`config.mk`:
```
export PLATFORM = sky130hd
export DESIGN_NAME = button_repeat_flat
export DESIGN_NICKNAME = d
export VERILOG_FILES = /design/src/rtl/button_repeat_if.sv /design/src/rtl/button_repeat.sv /design/src/flat_wrapper.sv
export SDC_FILE = /design/constraint.sdc
export NUM_CORES = 1
export LEC_CHECK = 0
export CAP_MARGIN = 20
export CORE_MARGIN = 1
export CORE_UTILIZATION = 55
export CTS_CLUSTER_SIZE = 24
export DETAILED_ROUTE_END_ITERATION = 16
export PLACE_DENSITY = 0.74
export SLEW_MARGIN = 40
export SYNTH_ARGS = -nofsm -noshare
export SYNTH_HDL_FRONTEND = slang
export SYNTH_SLANG_ARGS = --single-unit
```
`constraint.sdc`:
```
create_clock -name clk -period 2.2 [get_ports clk]
set_input_delay 0.22 -clock clk [delete_from_list [all_inputs] [get_ports clk]]
set_output_delay 0.22 -clock clk [all_outputs]
set_load 0.01 [all_outputs]
```
`src/rtl/button_repeat_if.sv`:
```
// button_repeat_if: button key-event bundle; tick/in toward the block, press/rel/step/held back
interface button_repeat_if;
  logic tick;
  logic in;
  logic press;
  logic rel;
  logic step;
  logic held;
  modport master(output tick, in, input press, rel, step, held);
  modport slave(input tick, in, output press, rel, step, held);
endinterface

```
`src/rtl/button_repeat.sv`:
```
// button_repeat: debounced level to press/rel/step pulses plus held level, tick-timed auto-repeat; ports clk, reset, b(slave)
module button_repeat #(
  parameter int DELAY_TICKS  = 500,
  parameter int REPEAT_TICKS = 100,
  parameter int ACCEL_STEPS  = 8,
  parameter int FAST_TICKS   = 25,
  parameter int CNT_W        = 16
) (
  input logic clk,
  input logic reset,
  button_repeat_if.slave b
);
  localparam int REP_W = $clog2(ACCEL_STEPS + 2);
  localparam logic [CNT_W-1:0] DLY = CNT_W'(DELAY_TICKS - 1);
  localparam logic [CNT_W-1:0] SLOW = CNT_W'(REPEAT_TICKS - 1);
  localparam logic [CNT_W-1:0] FAST = CNT_W'(FAST_TICKS - 1);
  localparam logic [REP_W-1:0] ACC = REP_W'(ACCEL_STEPS);
  typedef enum logic [1:0] {IDLE, WAIT, REPEAT} state_t;
  state_t state_q, state_d;
  logic [CNT_W-1:0] cnt_q, cnt_d, per;
  logic [REP_W-1:0] rep_q, rep_d;
  logic press_q, press_d, rel_q, rel_d, step_q, step_d, held_q, held_d;
  assign per = (rep_q < ACC) ? SLOW : FAST;
  always_comb begin
    state_d = state_q;
    cnt_d = cnt_q;
    rep_d = rep_q;
    press_d = 1'b0;
    rel_d = 1'b0;
    step_d = 1'b0;
    held_d = held_q;
    case (state_q)
      IDLE: if (b.in) begin
        press_d = 1'b1;
        step_d = 1'b1;
        cnt_d = '0;
        rep_d = '0;
        state_d = WAIT;
      end
      WAIT: if (!b.in) begin
        rel_d = 1'b1;
        cnt_d = '0;
        state_d = IDLE;
      end else if (b.tick) begin
        step_d = cnt_q == DLY;
        held_d = cnt_q == DLY;
        cnt_d = (cnt_q == DLY) ? '0 : cnt_q + CNT_W'(1);
        state_d = (cnt_q == DLY) ? REPEAT : WAIT;
      end
      REPEAT: if (!b.in) begin
        rel_d = 1'b1;
        held_d = 1'b0;
        cnt_d = '0;
        state_d = IDLE;
      end else if (b.tick) begin
        step_d = cnt_q == per;
        cnt_d = (cnt_q == per) ? '0 : cnt_q + CNT_W'(1);
        rep_d = (cnt_q == per && rep_q != ACC) ? rep_q + REP_W'(1) : rep_q;
      end
      default: state_d = IDLE;
    endcase
  end
  always_ff @(posedge clk) begin
    if (reset) begin
      state_q <= IDLE;
      cnt_q <= '0;
      rep_q <= '0;
      press_q <= 1'b0;
      rel_q <= 1'b0;
      step_q <= 1'b0;
      held_q <= 1'b0;
    end else begin
      state_q <= state_d;
      cnt_q <= cnt_d;
      rep_q <= rep_d;
      press_q <= press_d;
      rel_q <= rel_d;
      step_q <= step_d;
      held_q <= held_d;
    end
  end
  assign b.press = press_q;
  assign b.rel = rel_q;
  assign b.step = step_q;
  assign b.held = held_q;
endmodule

```
`src/flat_wrapper.sv`:
```
// flat-port wrapper written by rule: the top's interface ports become plain ports
module button_repeat_flat 
#(
  parameter int DELAY_TICKS  = 500,
  parameter int REPEAT_TICKS = 100,
  parameter int ACCEL_STEPS  = 8,
  parameter int FAST_TICKS   = 25,
  parameter int CNT_W        = 16
)
  (clk, reset, b_tick, b_in, b_press, b_rel, b_step, b_held);
  button_repeat_if b_i ();
  input logic clk;
  input logic reset;
  input wire logic [$bits(b_i.tick)-1:0] b_tick;
  input wire logic [$bits(b_i.in)-1:0] b_in;
  output wire logic [$bits(b_i.press)-1:0] b_press;
  output wire logic [$bits(b_i.rel)-1:0] b_rel;
  output wire logic [$bits(b_i.step)-1:0] b_step;
  output wire logic [$bits(b_i.held)-1:0] b_held;
  assign b_i.tick = b_tick;
  assign b_i.in = b_in;
  assign b_press = b_i.press;
  assign b_rel = b_i.rel;
  assign b_step = b_i.step;
  assign b_held = b_i.held;
  button_repeat #(.DELAY_TICKS(DELAY_TICKS), .REPEAT_TICKS(REPEAT_TICKS), .ACCEL_STEPS(ACCEL_STEPS), .FAST_TICKS(FAST_TICKS), .CNT_W(CNT_W)) u_core (.clk(clk), .reset(reset), .b(b_i));
endmodule
```
# After elaboration in Yosys (flattened, before gate mapping)
# Cells that the tools add are included.
[totals] inputBits=4 out_inout_bits=4 ff_bits=26
[op_classes] n_eq_ne=14 n_bitwise=2 add_sub_neg=2 n_lt_le_gt_ge=1 n_reduce_logical=12 muxes=31
[ops] cell="$mux 16" n=7
[ops] cell="$pmux 16 s3" n=1
[ops] cell="$add 16x1->16 const B" n=1
[ops] cell="$eq 16x16->1" n=1
[ops] cell="$eq 16x9->1 const B" n=1
[ops] cell="$mux 4" n=4
[ops] cell="$ne 2x2->1 const B" n=6
[ops] cell="$mux 2" n=5
[ops] cell="$mux 1" n=9
[ops] cell="$pmux 4 s2" n=1
[ops] cell="$reduce_and 4->1" n=2
[ops] cell="$mux 7" n=1
[ops] cell="$ne 3x3->1 const B" n=2
[ops] cell="$pmux 2 s3" n=1
[ops] cell="$reduce_or 2->1" n=3
[ops] cell="$reduce_and 5->1" n=1
[ops] cell="$add 4x1->4 const B" n=1
[ops] cell="$lt 4x4->1 const B" n=1
[ops] cell="$ne 4x4->1 const B" n=1
[ops] cell="$reduce_bool 2->1" n=2
[ops] cell="$pmux 1 s3" n=1
[ops] cell="$reduce_and 3->1" n=1
[ops] cell="$reduce_bool 3->1" n=1
[ops] cell="$eq 2x1->1 const B" n=1
[ops] cell="6 further kinds" n=7

# Longest topological paths before layout
[logic_depth] ltp_word=8 depth_mapped=8

# Worst setup path before layout
# OpenSTA, ideal clock, no wires.
[synth_path] path_kind="register to register" from="register u_core.state_q[0]" to="register u_core.cnt_q[7]" t_arrival_ps=1958 setup_slack_ps=176 path_buffers=1 stages_incl_launch_ff=9 required_time_ps=2134 setup_ps=66 synth_period_minus_slack_ps=2024 cell_sequence="dfxtp_1 inv_1 ha_1 o21ba_2 a2111oi_4 buf_6 nand4b_1 a22o_1 a21oi_2"
[synth_via] elab_chain_len=3
[synth_rtl] item="start: declaration" line="button_repeat.sv:19" rtl="state_t state_q, state_d;"
[synth_rtl] item="start signal: assignment" line="button_repeat.sv:73" rtl="state_q <= state_d;"
[synth_rtl] item="$eq 2x2->1, or another cell as far along" line="button_repeat.sv:32" rtl="case (state_q)"
[synth_rtl] item="$ne 3x3->1 (no line), or another cell as far along"
[synth_rtl] item="$reduce_and 4->1 (no line)"
[synth_rtl] item="end signal: assignment" line="button_repeat.sv:74" rtl="cnt_q <= cnt_d;"
[synth_rtl] item="end: declaration" line="button_repeat.sv:20" rtl="logic [CNT_W-1:0] cnt_q, cnt_d, per;"
# Parallel ways exist; a longest one is shown, timed or not.
# A chain may end at the register's enable or synchronous reset.

# Worst setup path in the final report
[layout_path] from="register u_core.state_q[0]" to="register u_core.cnt_q[12]"
# The elaborated chain is that of the path after synthesis.

==> run_results.csv <==
group,metric,value,unit
power_and_ir_drop,power_leakage,0.607,nW
global_route,grt_max_degree,17,
global_route,grt_pass1_vias,1186,
timing,relSlewSlack,65.3,%
synthesis,yosys_warnings,0,
synthesis,syn_nets,183,
critical_path,cp_data_arrival_time,2.33,ns
power_and_ir_drop,power_frac_comb,12.4,%
power_and_ir_drop,switching_share,23.5,%
critical_path,crit_type,"flop to flop",
place,pre_cts_slack,0.0420,ns
drt,drc,0,
global_route,grtUsageTotal,24.3,%
place,dp_hpwl,2400,um
synthesis,async_flop_share,0,%
synthesis,synth_edf_count,0,
critical_path,critPathCaptureType,"flop",
clock_network,clkTransAtPathRegs,0.15,ns
synthesis,syn_inst,171,
finish,nNetsFinal,197,
timing,setup_tns,0,ns
timing,layout_setup_ws,0.137,ns
finish,num_antenna_cells,0,
critical_path,cp_max_fo,7,
critical_path,cp_num_buf_inv,2,
drt,drtIter0Drc,45,
synthesis,ys_types,47,
synthesis,netlist_area,1530,um2
finish,fill_cells,221,
job,max-cap-violations,0,
synthesis,synth_area_leaders,"dfxtp_1 34%, ha_1 6.6%, xor2_1 5.2%, nor2_1 4.2%, o21ai_0 3.0%",
power_and_ir_drop,p_switching,0.220,mW
finish,register_area,526,um2
outcome,status,"finished, final reports clean",
drt,avgViaCountPerCell,6.07,
clock_network,clock_sinks,26,
drt,detail_route.wl_per_cell,15.4,um
die,start_util,60.0,%
power_and_ir_drop,power.density,546,nW/um2
drt,vias,1298,
die,coreArea,2540,um2
timing,rsz0062_at_grt,"no",
place,io_buffer_count,7,
drt,wirelength,3300,um
power_and_ir_drop,seqPwrFrac,52.3,%
synthesis,yosysSeqAreaShare,34.1,%
die,num_io_pins,8,
synthesis,synth_top_area_cell,"dfxtp_1",
timing,drv_slew,0,
clock_network,clk_path_buf_depth,2,
timing,layout_min_cycle_time,2.06,ns
timing,fin_skew,0.00434,ns
drt,ant_nets,0,
timing,fmax,485,MHz
power_and_ir_drop,p_int,0.717,mW
die,die-area,2990,um2
critical_path,startpoint_type,"flop",
synthesis,synth_flop_cell,"dfxtp_1",
power_and_ir_drop,ir_drop,0.000362,V
finish,multi_input_area,935,um2
clock_network,h-tree-depth,1,
global_route,grt.overflow.total,0,
clock_network,cts_setup_buffers,0,
critical_path,worstPathRequired,2.47,ns
timing,tightest_slew,0.520,ns
clock_network,root_buffer,"clkbuf_4",
timing,hold_violations,0,
clock_network,cts_tree,"yes",
critical_path,crit_slowest_cell,"dfxtp_4",
timing,finalCritPeriodShare,93.8,%
die,fp.dieW,54.7,um
place,place_congestion,0.826,
clock_network,clk_latency,0.32,ns
global_route,grt_pass1_wl,5280,um
synthesis,yosys.area.top_type_share,34.1,%
die,die_h,54.7,um
finish,drive_above_1_share,15.2,%
clock_network,cts_made_buffers,3,
synthesis,ys_ff_latch,26,
critical_path,slowest_delay,0.39,ns
finish,stdcell_count,214,
global_route,grt_antenna_before_repair,0,
finish,area_delta_synth_final,12.4,%
synthesis,synth.avg_cell_area,8.93,um2
timing,finalSetupViolCount,0,
die,rows,18,
critical_path,crit_chain,"inv_1 -> ha_1 -> nor2b_1 -> a2111oi_4 -> buf_6 -> nand2_2 -> or3_1 -> a21oi_1",
place,dp.cells,209,
drt,first_pass_iters,4,
worst_hold_path,min_path_type,"flop to flop",
power_and_ir_drop,clockPowerShare,35.3,%
critical_path,crit_family,"simple AND/OR/NAND/NOR gates",
[cell usage in the layout (no fill, tap or decap), drive strengths merged, types with 2 or more instances in the layout]
cell	instances
nand4b	2
nand4	7
ha	8
xor2	9
buf	8
and3	3
nor4bb	3
a21oi	6
o21ai	9
or3	2
and4	5
clkdlybuf4s50	7
and2	3
inv	9
nand2b	3
nand3	6
nor2	18
dfxtp	26
o211ai	2
nor4	5
nor3	3
xnor2	3
a2111oi	2
nand2	10
clkbuf	3
a22o	5
[registers in the layout, summed over array words and instances, names as in the netlist]
name / count
u_core.cnt_q: 16
u_core.rep_q: 4
u_core.state_q: 2
u_core.b.held: 1
u_core.b.press: 1
u_core.b.rel: 1
u_core.b.step: 1
[metal layers]
layer	GRT usage [%]	up-vias	wire length [um]	share of wire [%]
met1	32.7	619	1590	48
met5	0	-	0	0
met4	6.84	0	15	0.45
li1	-	647	-	-
met2	40.2	30	1550	47
met3	2.78	2	140	4.2
[power groups by stage]
stage | Clock [mW] | Combinational, mW | Sequential, mW
2_1_floorplan | 0 | 0.0738 | 0.500
3_3_place_gp | 0 | 0.109 | 0.498
3_5_place_dp | 0 | 0.113 | 0.500
4_1_cts | 0.342 | 0.115 | 0.489
5_1_grt | 0.356 | 0.126 | 0.492
6_report | 0.330 | 0.116 | 0.490
[stage by stage]
step / cell area (um2) / hold WS, ns / power (mW) / util, %
after floorplan: 1530 / 0.412 / 0.574 / -
after global placement: 1650 / 0.495 / 0.607 / 64.8
after detailed placement: 1650 / 0.512 / 0.613 / 64.8
after CTS: 1710 / 0.534 / 0.947 / 67.0
after global routing: 1720 / 0.533 / 0.974 / 67.4
final: 1720 / 0.505 / 0.936 / 67.4
[cell families after synthesis]
group,after synthesis,synth area share [%]
XOR/XNOR,12,6.89
AND/OR/NAND/NOR,76,29.3
buffers and inverters,15,4.67
multiplexers,2,1.39
AO/OA/AOI/OAI,32,17.0
flip-flops,26,34.1
adder cells (fa/ha/maj),8,6.56
[worst reg2reg max path, stage by stage (launching register included)]
cell and delay (ns):
dfxtp_4 0.39, inv_1 0.06, ha_1 0.24, nor2b_1 0.20
a2111oi_4 0.37, buf_6 0.18, nand2_2 0.07, or3_1 0.34
a21oi_1 0.14
[synthesized netlist by cell type (2+ instances only)]
library cell and n:
clkbuf_1 4, nor2_1 17, buf_6 2, nand2_1 9
nor4_1 4, dfxtp_1 26, or3_1 2, ha_1 8
inv_1 9, and4_2 2, and4_1 3, a21oi_1 5
nor3_1 3, and2_1 3, xor2_1 9, o211ai_1 2
nand4_1 7, nand3_1 6, nand4b_1 2, nor4bb_1 3
nand2b_1 3, xnor2_1 3, and3_1 3, o21ai_0 9
a22o_1 5
[area by class of cell]
class / instances / share of cell area [%]
clock inverter: 1 / 1.75
clock buffer: 3 / 1.31
inverter: 9 / 1.97
timing repair buffer: 15 / 7.66
tap: 30 / 2.19
sequential: 26 / 30.6
multi-input combinational: 130 / 54.5
[what timing repair did]
action                                  CTS  global route
cloned                                    0             1
resized for setup                         1             3
endpoints found under the setup margin    1             2
hold buffers                              0             0
pin swaps                                 0             1
[path summary, 6_finish.rpt]
path	from	to	slack (ns)	cells after the start
setup / recovery	u_core.state_q[0]$_SDFFE_PP0P_	u_core.cnt_q[12]$_SDFFE_PP0P_	0.14	8
hold / removal	u_core.state_q[1]$_SDFFE_PP0P_	u_core.state_q[1]$_SDFFE_PP0P_	0.50	2
setup reg to reg	u_core.state_q[0]$_SDFFE_PP0P_	u_core.cnt_q[12]$_SDFFE_PP0P_	0.14	8
hold reg to reg	u_core.state_q[1]$_SDFFE_PP0P_	u_core.state_q[1]$_SDFFE_PP0P_	0.50	2
No activity file was read; power rests on OpenSTA's default activity.
